--- src/rtl/parity_engine_n.sv ---
// XOR parity engine: fetches a work descriptor, reads NUM_STRIPES source lines per
// 128-byte line, XORs them into an accumulator and writes the parity line back.
module parity_engine_n #(
    parameter int NUM_STRIPES = 2,
    parameter int ADDR_W      = 64
) (
    input  logic              clock,
    input  logic              reset_n,
    input  logic              enable,
    input  logic [ADDR_W-1:0] job_address,
    output logic              cmd_valid,
    output logic [12:0]       cmd_command,
    output logic [7:0]        cmd_tag,
    output logic [ADDR_W-1:0] cmd_address,
    output logic [11:0]       cmd_size,
    output logic              cmd_command_parity,
    output logic              cmd_tag_parity,
    output logic              cmd_address_parity,
    input  logic              cmd_credit,
    input  logic              bw_valid,
    input  logic [7:0]        bw_tag,
    input  logic              bw_half,
    input  logic [511:0]      bw_data,
    input  logic              br_valid,
    input  logic [7:0]        br_tag,
    input  logic              br_half,
    output logic [511:0]      br_data,
    input  logic              rsp_valid,
    input  logic [7:0]        rsp_tag,
    input  logic [7:0]        rsp_code,
    output logic              done,
    output logic              error
);

    localparam int          NUM_W      = NUM_STRIPES + 2;
    localparam logic [12:0] CMD_READ   = 13'h0A00;
    localparam logic [12:0] CMD_WRITE  = 13'h0D00;
    localparam logic [7:0]  TAG_DESC   = 8'h00;
    localparam logic [7:0]  TAG_PARITY = 8'h80;
    localparam logic [63:0] LINE_BYTES = 64'd128;

    typedef enum logic [3:0] {
        IDLE, FETCH_DESC, WAIT_DESC, READ_STRIPES, WAIT_STRIPES,
        WRITE_PARITY, WAIT_WRITE, DONE, ERROR
    } state_t;

    state_t       state_q;
    logic [63:0]  desc_q [NUM_W];
    logic [2:0]   stripe_idx_q;
    logic [3:0]   rsp_cnt_q;
    logic [63:0]  offset_q;
    logic [511:0] acc_h0_q, acc_h1_q;
    logic [511:0] br_data_p1;
    logic         done_q, error_q;

    function automatic logic [63:0] bswap64(input logic [63:0] w);
        logic [63:0] r;
        for (int i = 0; i < 8; i++) r[8*i +: 8] = w[56-8*i +: 8];
        return r;
    endfunction

    logic         in_stripe_phase, beat_stripe, rsp_stripe, rsp_is_err;
    logic         desc_rsp, desc_beat0, parity_rsp, first_issue;
    logic [63:0]  size_now, size_trunc, offset_next;
    logic [63:0]  stripe_ptr;
    logic [3:0]   rsp_cnt_d;
    logic [511:0] acc_h0_d, acc_h1_d;

    assign in_stripe_phase = (state_q == READ_STRIPES) || (state_q == WAIT_STRIPES);
    assign beat_stripe = enable && bw_valid && in_stripe_phase &&
                         (bw_tag >= 8'd1) && (bw_tag <= 8'(NUM_STRIPES));
    assign rsp_stripe  = enable && rsp_valid && in_stripe_phase &&
                         (rsp_tag >= 8'd1) && (rsp_tag <= 8'(NUM_STRIPES));
    assign rsp_is_err  = (rsp_code != 8'd0);
    assign desc_rsp    = enable && rsp_valid && (rsp_tag == TAG_DESC) && (state_q == WAIT_DESC);
    assign desc_beat0  = enable && bw_valid && (bw_tag == TAG_DESC) && !bw_half &&
                         (state_q == WAIT_DESC);
    assign parity_rsp  = enable && rsp_valid && (rsp_tag == TAG_PARITY) && (state_q == WAIT_WRITE);

    // Same-cycle descriptor beat and response: take the size straight from the beat.
    assign size_now    = desc_beat0 ? bswap64(bw_data[511:448]) : desc_q[0];
    assign size_trunc  = {desc_q[0][63:7], 7'd0};
    assign offset_next = offset_q + LINE_BYTES;

    assign cmd_valid   = enable && cmd_credit &&
                         ((state_q == FETCH_DESC) || (state_q == READ_STRIPES) ||
                          (state_q == WRITE_PARITY));
    assign first_issue = cmd_valid && (state_q == READ_STRIPES) && (stripe_idx_q == 3'd1);

    always_comb begin
        stripe_ptr = '0;
        for (int w = 1; w <= NUM_STRIPES; w++)
            if (w == int'(stripe_idx_q)) stripe_ptr = desc_q[w];
    end

    always_comb begin
        cmd_command = '0;
        cmd_tag     = '0;
        cmd_address = '0;
        unique case (state_q)
            FETCH_DESC: begin
                cmd_command = CMD_READ;
                cmd_tag     = TAG_DESC;
                cmd_address = job_address;
            end
            READ_STRIPES: begin
                cmd_command = CMD_READ;
                cmd_tag     = {5'd0, stripe_idx_q};
                cmd_address = stripe_ptr[ADDR_W-1:0] + offset_q[ADDR_W-1:0];
            end
            WRITE_PARITY: begin
                cmd_command = CMD_WRITE;
                cmd_tag     = TAG_PARITY;
                cmd_address = desc_q[NUM_STRIPES+1][ADDR_W-1:0] + offset_q[ADDR_W-1:0];
            end
            default: ;
        endcase
    end

    assign cmd_size           = 12'd128;
    assign cmd_command_parity = ~^cmd_command;
    assign cmd_tag_parity     = ~^cmd_tag;
    assign cmd_address_parity = ~^cmd_address;

    // The beat is folded in before the completion count is compared.
    assign acc_h0_d  = (first_issue ? '0 : acc_h0_q) ^ ((beat_stripe && !bw_half) ? bw_data : '0);
    assign acc_h1_d  = (first_issue ? '0 : acc_h1_q) ^ ((beat_stripe &&  bw_half) ? bw_data : '0);
    assign rsp_cnt_d = (first_issue ? 4'd0 : rsp_cnt_q) +
                       ((rsp_stripe && !rsp_is_err) ? 4'd1 : 4'd0);

    always_ff @(posedge clock) begin
        if (enable && bw_valid && (bw_tag == TAG_DESC) && (state_q == WAIT_DESC)) begin
            for (int w = 0; w < NUM_W; w++)
                if (bw_half == (w >= 8))
                    desc_q[w] <= bswap64(bw_data[511 - 64*(w % 8) -: 64]);
        end
    end

    always_ff @(posedge clock or negedge reset_n) begin
        if (!reset_n) begin
            state_q      <= IDLE;
            stripe_idx_q <= 3'd1;
            rsp_cnt_q    <= '0;
            offset_q     <= '0;
            acc_h0_q     <= '0;
            acc_h1_q     <= '0;
            br_data_p1   <= '0;
            done_q       <= 1'b0;
            error_q      <= 1'b0;
        end else if (enable) begin
            acc_h0_q  <= acc_h0_d;
            acc_h1_q  <= acc_h1_d;
            rsp_cnt_q <= rsp_cnt_d;
            if (br_valid && (br_tag == TAG_PARITY))
                br_data_p1 <= br_half ? acc_h1_q : acc_h0_q;
            unique case (state_q)
                IDLE:       state_q <= FETCH_DESC;
                FETCH_DESC: if (cmd_valid) state_q <= WAIT_DESC;
                WAIT_DESC: begin
                    if (desc_rsp) begin
                        if (rsp_is_err) begin
                            state_q <= ERROR;
                            error_q <= 1'b1;
                        end else if (size_now[63:7] == '0) begin
                            state_q <= DONE;
                            done_q  <= 1'b1;
                        end else begin
                            state_q      <= READ_STRIPES;
                            offset_q     <= '0;
                            stripe_idx_q <= 3'd1;
                        end
                    end
                end
                READ_STRIPES: begin
                    if (rsp_stripe && rsp_is_err) begin
                        state_q <= ERROR;
                        error_q <= 1'b1;
                    end else if (cmd_valid) begin
                        if (stripe_idx_q == 3'(NUM_STRIPES)) state_q <= WAIT_STRIPES;
                        else stripe_idx_q <= stripe_idx_q + 3'd1;
                    end
                end
                WAIT_STRIPES: begin
                    if (rsp_stripe && rsp_is_err) begin
                        state_q <= ERROR;
                        error_q <= 1'b1;
                    end else if (rsp_cnt_d == 4'(NUM_STRIPES)) begin
                        state_q <= WRITE_PARITY;
                    end
                end
                WRITE_PARITY: if (cmd_valid) state_q <= WAIT_WRITE;
                WAIT_WRITE: begin
                    if (parity_rsp) begin
                        if (rsp_is_err) begin
                            state_q <= ERROR;
                            error_q <= 1'b1;
                        end else begin
                            offset_q <= offset_next;
                            if (offset_next == size_trunc) begin
                                state_q <= DONE;
                                done_q  <= 1'b1;
                            end else begin
                                state_q      <= READ_STRIPES;
                                stripe_idx_q <= 3'd1;
                            end
                        end
                    end
                end
                DONE:    done_q  <= 1'b1;
                ERROR:   error_q <= 1'b1;
                default: state_q <= IDLE;
            endcase
        end
    end

    assign br_data = br_data_p1;
    assign done    = done_q;
    assign error   = error_q;

endmodule

--- config.mk ---
export PLATFORM = sky130hd
export DESIGN_NAME = parity_engine_n
export DESIGN_NICKNAME = d
export VERILOG_FILES = /design/src/rtl/parity_engine_n.sv
export SDC_FILE = /design/constraint.sdc
export NUM_CORES = 2
export LEC_CHECK = 0
export ABC_AREA = 1
export BUFFER_PORTS_ARGS = -buffer_cell sky130_fd_sc_hd__buf_2
export CAP_MARGIN = 20
export CORE_AREA = 10 10 466 468
export CTS_BUF_LIST = sky130_fd_sc_hd__clkbuf_8
export DETAILED_ROUTE_END_ITERATION = 7
export DIE_AREA = 0 0 476 478
export REMOVE_ABC_BUFFERS = 1
export SLEW_MARGIN = 10
export SYNTH_ARGS = -nofsm -noshare
export SYNTH_HDL_FRONTEND = slang
export SYNTH_SLANG_ARGS = --single-unit
--- constraint.sdc ---
create_clock -name clock -period 36.1 [get_ports clock]
set_clock_uncertainty 0.15 [all_clocks]
set_input_delay 3.61 -clock clock [delete_from_list [all_inputs] [get_ports clock]]
set_output_delay 3.61 -clock clock [all_outputs]
set_load 0.05 [all_outputs]
==> qor.yml <==
logic_synthesis:
  synth-async-reset-ratio: 0.866
  synthTopCellsByArea: "dfrtp_1, nand2_1, xor2_1"
  synth_area_per_cell_um2: 9.46
  synth-warning-count: 0
  post-synth-top-area-fraction: 0.458
  synth_area_um2: 87700
  yosysTopAreaCell: "dfrtp_1"
  ys_seq_elements: 1855
  yosysUniqueCellTypes: 63
  synth_ff_type: "dfrtp_1"
  synth_enable_flop_cells: 249
  synthCells: 9271
  seq_area_frac_synth: 0.544
clock_tree:
  tritoncts: "yes"
  clkLatencyLatePin_ns: 1.07
  clkTransAtPathRegs_ns: 0.06
  cts.sinks: 1855
  htree_levels: 5
  post_cts_resized: 0
  cts_root_buf: "clkbuf_8"
  postCtsHoldBufs: 0
  post-cts-setup-buffers: 0
  numCtsBuffers: 339
  clock_tree.buffer_depth: 4
setup_path:
  worstPathRequired_ns: 32.34
  start_kind: "register"
  crit_type: "register to output pin"
  reg2reg_depth: 12
  worstPathMaxFanout: 38
  crit_path_frequent_cell: "nand2_1"
  cp_slowest_stage_delay_ns: 0.57
  endpoint_kind: "output pin"
  worst_ep_arrival_time_ns: 7.31
  slowest_stage: "dfstp_2"
routing:
  drt_iter0_drc: 5412
  drt-pass1-iter-count: 6
  drc: 0
  final_antenna_net_count: 0
  post_drt_wl_per_cell_um: 22.9
  avgViaCountPerCell: 5.12
  wirelength_um: 310000
  via_count: 69400
outcome:
  status: "finished clean"
place:
  hpwlAfterDp_um: 224000
  gp_congestion: 0.946
  pre_cts_ws_ns: 26.06
  place_inst: 12900
  port_buffers: 1206
  dpl_cell_area_um2: 96200
sta:
  setup_ws_ns: 25.03
  whs_ns: 0.322
  worst_pin_slew_ns: 1.14
  slew_headroom: 0.239
  setup_violations: 0
  max_freq_ghz: 0.0904
  period_share: 0.307
  rsz0062_at_grt: "no"
  timing.final.crit_period_ns: 11.07
  maxSlewViolCount: 0
  hold_viol: 0
  tns_ns: 0
power:
  power_frac_comb: 0.266
  p_per_area_nw_per_um2: 54.4
  peakVddDrop_uv: 62.3
  internal_power_mw: 3.58
  seqPwrFrac: 0.387
  power.switching_mw: 2.02
  clock_power_share: 0.348
  p_leak_nw: 47.4
  total_power_mw: 5.60
  sw_frac_of_total: 0.361
floorplan:
  fp.dieW_um: 476
  die_y_um: 478
  core_area_um2: 208000
  start_util: 0.421
  ios: 1232
  die_area_um2: 228000
  num_rows: 168
finish:
  layout_common_cells: "nand2_1, dfrtp_1, buf_2"
  final_cells: 13600
  final_common_cell: "nand2_1"
  final_layout_size_suffix_gt1_frac: 0.171
  postLayoutCoreUtil: 0.494
  nNetsFinal: 11100
  area_growth_pct: 17.4
  fin_area_um2: 103000
hold_path:
  hold_path_depth: 1
  hold_path.class: "register to register"
global_routing:
  grtUsageTotal: 0.263
  overflow: 0
  grt_start_max_net_pins: 203
  grt_pass1_vias: 69400
  grt_pass1_wl_um: 454000
  antenna_found_initial: 139
flow_run:
  drv_cap: 0
per-layer routing:
layer | routed length (um) | global-route usage
met1 | 125000 | 0.331
met2 | 145000 | 0.422
met3 | 25600 | 0.0753
met4 | 13300 | 0.108
met5 | 709 | 0
cell type report:
| class | count | area, um2 |
|---|---|---|
| Antenna cell | 57 | 143 |
| Inverter | 318 | 1190 |
| Tap cell | 2805 | 3510 |
| Multi-Input combinational cell | 6650 | 37100 |
| Fill cell | 19600 | 105000 |
| Sequential cell | 1855 | 47700 |
| Clock inverter | 176 | 846 |
| Timing Repair Buffer | 1282 | 6830 |
| Clock buffer | 411 | 5660 |
worst max-delay path, delay by kind of cell, from the launching register on:
family	cells	cell delay (ns)
buffers and inverters	5	1.44
AND/OR/NAND/NOR	18	2.20
adder cells (fa/ha/maj)	2	0.45
AO/OA/AOI/OAI	6	1.57
flip-flops	1	0.57
power groups by stage:
stage | sequential, mW | combinational [mW] | clock [mW]
finish | 2.17 | 1.49 | 1.95
global route | 2.17 | 1.62 | 2.10
CTS | 2.17 | 1.48 | 2.00
detailed placement | 2.20 | 1.47 | 0
global placement | 2.20 | 1.47 | 0
floorplan | 2.20 | 0.911 | 0
final timing paths:
| path | startpoint | endpoint | slack [ns] |
|---|---|---|---|
| setup / recovery | stripe_idx_q[0] | cmd_address_parity | 25.03 |
| hold / removal | done | done | 0.32 |
| setup reg to reg | state_q[2] | acc_h0_q[414] | 30.06 |
| hold reg to reg | done | done | 0.32 |
| max in group asynchronous | reset_n | acc_h0_q[307] | 28.10 |
| min in group asynchronous | reset_n | acc_h1_q[24] | 2.39 |
cells by family after synthesis:
family | count (synthesis) | synth area share
buf+inv | 790 | 0.0356
flops | 1855 | 0.544
mux | 512 | 0.0584
other cells | 2 | 0.0000856
xor+xnor | 1135 | 0.113
compound gates | 943 | 0.0577
simple gates | 3959 | 0.181
fa+ha+maj | 75 | 0.0107
state kept, by name (all words and copies together), names as in the netlist, 3 cells and up:
signal	count
acc_h0_q	512
br_data	512
stripe_idx_q	3
desc_q	249
offset_q	57
acc_h1_q	512
state_q	4
rsp_cnt_q	4
cell usage after synthesis (38+ instances only):
| library cell | instances |
|---|---|
| buf_2 | 40 |
| a21oi_1 | 158 |
| o22ai_1 | 45 |
| nand4_1 | 38 |
| xor2_1 | 1109 |
| edfxtp_1 | 249 |
| dfrtp_1 | 1605 |
| inv_1 | 307 |
| a22oi_1 | 58 |
| nor2_1 | 290 |
| nand3_1 | 199 |
| nand2_1 | 3229 |
| clkbuf_1 | 372 |
| o21ai_0 | 631 |
| nor3_1 | 55 |
| ha_1 | 75 |
| mux2i_1 | 512 |
No activity file was read; power rests on OpenSTA's default activity.
